$ cat src/rtl/ham_pkg.sv
// +--------------------------------------------------------------------+
// | ham_pkg : shared types and helpers for the Hamming(15,11) unpacker |
// | Rev 1.0                                                            |
// +--------------------------------------------------------------------+
`default_nettype none

package ham_pkg;

    typedef logic [15:1] code_t;
    typedef logic [10:0] data_t;

    // Element i is the code position that carries data bit i.
    localparam logic [10:0][3:0] DATA_POS = {
        4'd15, 4'd14, 4'd13, 4'd12, 4'd11, 4'd10,
        4'd9,  4'd7,  4'd6,  4'd5,  4'd3
    };

    // XOR of the indices of all set positions: bit k covers positions with index bit k set.
    function automatic logic [3:0] ham_syndrome(input code_t code);
        logic [3:0] s;
        s = '0;
        for (int p = 1; p <= 15; p++) begin
            if (code[p]) begin
                s = s ^ 4'(p);
            end
        end
        return s;
    endfunction

    function automatic data_t ham_extract(input code_t code);
        data_t d;
        d = '0;
        for (int i = 0; i < 11; i++) begin
            d[i] = code[DATA_POS[i]];
        end
        return d;
    endfunction

endpackage

`default_nettype wire

$ cat src/rtl/ham_fifo.sv
// +--------------------------------------------------------------------+
// | ham_fifo : generic DEPTH-entry FIFO with async active-low reset     |
// | Rev 1.0                                                            |
// +--------------------------------------------------------------------+
`default_nettype none

module ham_fifo #(
    parameter int WIDTH = 12,
    parameter int DEPTH = 4
) (
    input  logic                     clock,
    input  logic                     reset_n,
    input  logic                     wr_en,
    input  logic [WIDTH-1:0]         wr_data,
    input  logic                     rd_en,
    output logic [WIDTH-1:0]         rd_data,
    output logic                     full,
    output logic                     empty,
    output logic [$clog2(DEPTH):0]   count
);

    localparam int PW = $clog2(DEPTH);
    localparam int CW = PW + 1;
    localparam logic [CW-1:0] FULL_CNT = CW'(DEPTH);

    logic [WIDTH-1:0] mem_q [DEPTH];
    logic [PW-1:0]    wr_ptr_q, wr_ptr_d;
    logic [PW-1:0]    rd_ptr_q, rd_ptr_d;
    logic [CW-1:0]    count_q,  count_d;
    logic             push, pop;

    assign full  = (count_q == FULL_CNT);
    assign empty = (count_q == '0);
    assign push  = wr_en && !full;
    assign pop   = rd_en && !empty;

    always_comb begin
        wr_ptr_d = wr_ptr_q;
        rd_ptr_d = rd_ptr_q;
        count_d  = count_q;
        // Pointers are exactly PW bits, so the increment wraps modulo DEPTH.
        if (push) begin
            wr_ptr_d = wr_ptr_q + 1'b1;
        end
        if (pop) begin
            rd_ptr_d = rd_ptr_q + 1'b1;
        end
        if (push && !pop) begin
            count_d = count_q + 1'b1;
        end else if (pop && !push) begin
            count_d = count_q - 1'b1;
        end
    end

    always_ff @(posedge clock or negedge reset_n) begin
        if (!reset_n) begin
            wr_ptr_q <= '0;
            rd_ptr_q <= '0;
            count_q  <= '0;
        end else begin
            wr_ptr_q <= wr_ptr_d;
            rd_ptr_q <= rd_ptr_d;
            count_q  <= count_d;
        end
    end

    always_ff @(posedge clock) begin
        if (push) begin
            mem_q[wr_ptr_q] <= wr_data;
        end
    end

    assign rd_data = mem_q[rd_ptr_q];
    assign count   = count_q;

endmodule

`default_nettype wire

$ cat src/rtl/ham_unpack.sv
// +--------------------------------------------------------------------+
// | ham_unpack : Hamming(15,11) data extraction + residual check, FIFO |
// | Optional macro HAM_ERRCNT_EN adds saturating err_count output.     |
// | Rev 1.0                                                            |
// +--------------------------------------------------------------------+
`default_nettype none

module ham_unpack
    import ham_pkg::*;
#(
    parameter int DEPTH = 4
) (
    input  logic                     clock,
    input  logic                     reset_n,
    input  logic                     in_valid,
    output logic                     in_ready,
    input  code_t                    in_code,
    output logic                     out_valid,
    input  logic                     out_ready,
    output data_t                    out_data,
    output logic                     out_err,
`ifdef HAM_ERRCNT_EN
    output logic [15:0]              err_count,
`endif
    output logic [$clog2(DEPTH):0]   count
);

    logic        push, pop;
    logic        fifo_full, fifo_empty;
    logic        in_err;
    data_t       in_data;
    logic [11:0] wr_entry, rd_entry;

    assign in_err   = (ham_syndrome(in_code) != 4'd0);
    assign in_data  = ham_extract(in_code);
    assign wr_entry = {in_err, in_data};

    // in_ready depends only on registered occupancy, never on out_ready.
    assign in_ready  = !fifo_full;
    assign out_valid = !fifo_empty;
    assign push      = in_valid && in_ready;
    assign pop       = out_valid && out_ready;

    ham_fifo #(
        .WIDTH (12),
        .DEPTH (DEPTH)
    ) u_fifo (
        .clock   (clock),
        .reset_n (reset_n),
        .wr_en   (push),
        .wr_data (wr_entry),
        .rd_en   (pop),
        .rd_data (rd_entry),
        .full    (fifo_full),
        .empty   (fifo_empty),
        .count   (count)
    );

    // Storage is unreset, so mask the read port whenever nothing is buffered.
    assign out_data = out_valid ? rd_entry[10:0] : '0;
    assign out_err  = out_valid ? rd_entry[11]   : 1'b0;

`ifdef HAM_ERRCNT_EN
    logic [15:0] err_count_q, err_count_d;

    always_comb begin
        err_count_d = err_count_q;
        if (push && in_err && (err_count_q != 16'hFFFF)) begin
            err_count_d = err_count_q + 16'd1;
        end
    end

    always_ff @(posedge clock or negedge reset_n) begin
        if (!reset_n) begin
            err_count_q <= '0;
        end else begin
            err_count_q <= err_count_d;
        end
    end

    assign err_count = err_count_q;
`endif

endmodule

`default_nettype wire

$ cat config.mk
export PLATFORM = sky130hd
export DESIGN_NAME = ham_unpack
export DESIGN_NICKNAME = d
export VERILOG_FILES = /design/src/rtl/ham_pkg.sv /design/src/rtl/ham_fifo.sv /design/src/rtl/ham_unpack.sv
export SDC_FILE = /design/constraint.sdc
export NUM_CORES = 1
export LEC_CHECK = 0
export CORE_MARGIN = 5
export CORE_UTILIZATION = 40
export DETAILED_ROUTE_END_ITERATION = 12
export SKIP_CTS_REPAIR_TIMING = 1
export SYNTH_ARGS = -nofsm -noshare
export SYNTH_HDL_FRONTEND = slang
export SYNTH_SLANG_ARGS = --single-unit
export TNS_END_PERCENT = 30
$ cat constraint.sdc
create_clock -name clock -period 5.6 [get_ports clock]
set_input_delay 1.12 -clock clock [delete_from_list [all_inputs] [get_ports clock]]
set_output_delay 1.12 -clock clock [all_outputs]
set_load 0.03 [all_outputs]
==> impl_metrics.toml <==
[outcome]
status = "complete, no violations"

[synth]
syn_inst = 135
avgSynthCellArea_um2 = 18.55
synth.top_cells.by_count = "edfxtp_1, and2_1, mux4_2, xnor2_1, dfrtp_1"
yosys_warnings = 0
synth_top_cell_area_share = 0.5754
ys.flop_type = "edfxtp_1"
ys_top_cells_by_area = "edfxtp_1, mux4_2, dfrtp_1"
yosysMostFrequentCell = "edfxtp_1"
synth-seq-cells = 55
synth.distinct_cells = 25
synth_fp_nets = 160
async_flop_share = 0.1273
synth_top_area_cell = "edfxtp_1"
syn_area_um2 = 2505
ys_seq_area_frac = 0.6454
synth-edff-count = 48

[power_and_ir_drop]
p_int_w = 0.0009903
p_switching_w = 0.0005637
pwr-share-seq = 0.410
combinationalPowerShare = 0.458
ir_drop_mv = 0.2235
switching_share = 0.3627
leakagePower_nw = 1.082
p_per_area_nw_per_um2 = 517.1
clock_power_share = 0.133

[critical_path]
r2r_start = "u_fifo.count[0]$_DFFE_PN0P_"
path_max_fanout = 14
critPathRequiredTime_ns = 4.48
critPathLaunchType = "flop"
startpoint = "u_fifo.rd_ptr_q[0]$_DFFE_PN0P_"
endpoint_kind = "output port"
path_class = "flop to output port"
arrival_ns = 2.56

[timing]
layout_setup_ws_ns = 1.918
hold_viol = 0
fin_setup_tns_ns = 0
tightest_slew_ns = 0.8314
timing.fmax_mhz = 271.6
final_max_slew_viol_count = 0
slew_headroom = 0.4457
finalSetupViolCount = 0
fin_crit_ns = 3.682
skew_ns = 0.003295
post-route-period-util = 0.6576
rsz0062_at_grt = "no"

[global_routing]
grt_pass1_vias = 1368
overflow = 0
antenna_found_initial = 0
grt_pass1_wl_um = 7031
grt_start_max_net_pins = 17
gr-usage-all-layers = 0.1210

[place]
place.port_buffers = 35
hpwl_um = 3054
placed_area_um2 = 2924
dp_slack_ns = 2.183
place.gp.congestion = 0.7071

[drt]
num_vias = 1248
drc = 0
dr.pass1.iters = 3
wl_um = 4317
vias_per_cell = 5.012
ant_nets = 0
wl_per_cell_um = 17.34
drt-initial-drc-count = 88

[cells_and_area]
fin_nets = 198
drive_above_1_share = 0.1207
multi_input_area_um2 = 852.1
fin_area_um2 = 3005
antenna_cells = 0
n_fill_cell = 495
regArea_um2 = 1617
synthToLayoutAreaGrowth_pct = 19.98

[clock_tree]
numCtsBuffers = 5
clock_sinks = 55
cts_buffer_depth = 2
clockRootBuffer = "clkbuf_8"
h-tree-depth = 2
cts_tree = "built"
clk_latency_ns = 0.30
clkTransAtPathRegs_ns = 0.09

[die]
die_h_um = 89.14
io_pins = 36
initial_utilization = 0.4181
die_w_um = 89.14
die_area_um2 = 7945
core_um2 = 5991
fp-row-count = 28

[hold_path]
min-delay-start = "u_fifo.count[2]$_DFFE_PN0P_"
hold_path.class = "flop to flop"

[job]
drv_cap = 0
-- worst max-delay path: stages, from the launching register on --
cell	delay [ns]
dfrtp_1	0.89
mux4_2	0.59
and2_1	0.18
clkdlybuf4s50_1	0.59
-- logic make-up after synthesis --
group	after synthesis	share of synthesized area
DFF	55	0.6454
and+or+nand+nor	29	0.06293
xor gates and xnor gates	21	0.1159
muxes	16	0.1249
buffers and inverters	7	0.01448
adders and majority gates	6	0.03297
AOI/OAI and AO/OA	1	0.003497
-- power groups by stage --
stage	Combinational (W)	Clock (W)	Sequential (W)
after global routing	0.000765	0.000224	0.000654
after global placement	0.000710	0	0.000644
after floorplan	0.000498	0	0.000614
final	0.000712	0.000206	0.000636
after detailed placement	0.000724	0	0.000651
after CTS	0.000726	0.000208	0.000642
-- routing by layer --
layer  vias to the layer above  share of wire  global-route usage
li1                        586              -                   -
met1                       634           0.45              0.1587
met2                        22           0.50              0.1956
met3                         6          0.037             0.03318
met4                         0          0.014             0.04060
met5                         -              0                   0
-- state kept, by name, summed over array words and instances (netlist names) --
register and flops:
u_fifo.wr_ptr_q 2, u_fifo.count 3, u_fifo.mem_q 48, u_fifo.rd_ptr_q 2
-- layout by cell type, fill, tap and decap left out, drive strengths merged --
| cell | Yosys | routed |
|---|---|---|
| fa | 1 | 1 |
| xor3 | 2 | 2 |
| and2 | 13 | 13 |
| clkdlybuf4s50 | 0 | 35 |
| a2bb2oi | 1 | 1 |
| or3 | 1 | 1 |
| inv | 3 | 3 |
| nand2 | 4 | 4 |
| xnor3 | 5 | 5 |
| clkinv | 0 | 2 |
| xor2 | 3 | 3 |
| mux4 | 12 | 12 |
| nor2 | 4 | 4 |
| mux2i | 2 | 2 |
| nand3 | 2 | 2 |
| clkbuf | 1 | 6 |
| mux2 | 2 | 2 |
| ha | 5 | 5 |
| dfrtp | 7 | 7 |
| and3 | 4 | 4 |
| xnor2 | 11 | 11 |
| edfxtp | 48 | 48 |
| nor3 | 1 | 1 |
-- final cells by class --
type                       instances  share of cell area
clock buffer                       6             0.02415
clock inverter                     2            0.002914
inverter                           3            0.003747
multi-input combinational         73              0.2835
sequential                        55              0.5379
tap                               75             0.03122
timing repair buffer              35              0.1166
-- final timing paths --
kind	endpoint	cells past startpoint	slack, ns
max	out_err	3	1.92
min reg2reg	u_fifo.count[2]$_DFFE_PN0P_	1	0.51
max reg2reg	u_fifo.count[2]$_DFFE_PN0P_	8	3.23
min	u_fifo.count[2]$_DFFE_PN0P_	1	0.51
min in group asynchronous	u_fifo.wr_ptr_q[1]$_DFFE_PN0P_	1	1.07
max in group asynchronous	u_fifo.rd_ptr_q[1]$_DFFE_PN0P_	1	4.29
-- stage by stage --
step | hold WS [ns] | power, W | utilization | instances
floorplan | 0.5340 | 0.001112 | - | 135
global route | 0.5341 | 0.001642 | 0.5017 | 249
finish | 0.5146 | 0.001554 | 0.5017 | 249
detailed placement | 0.5049 | 0.001375 | 0.4881 | 241
CTS | 0.5159 | 0.001576 | 0.5017 | 249
global placement | 0.4952 | 0.001354 | 0.4881 | 241
Note: power is estimated with default switching activity, not from simulation.
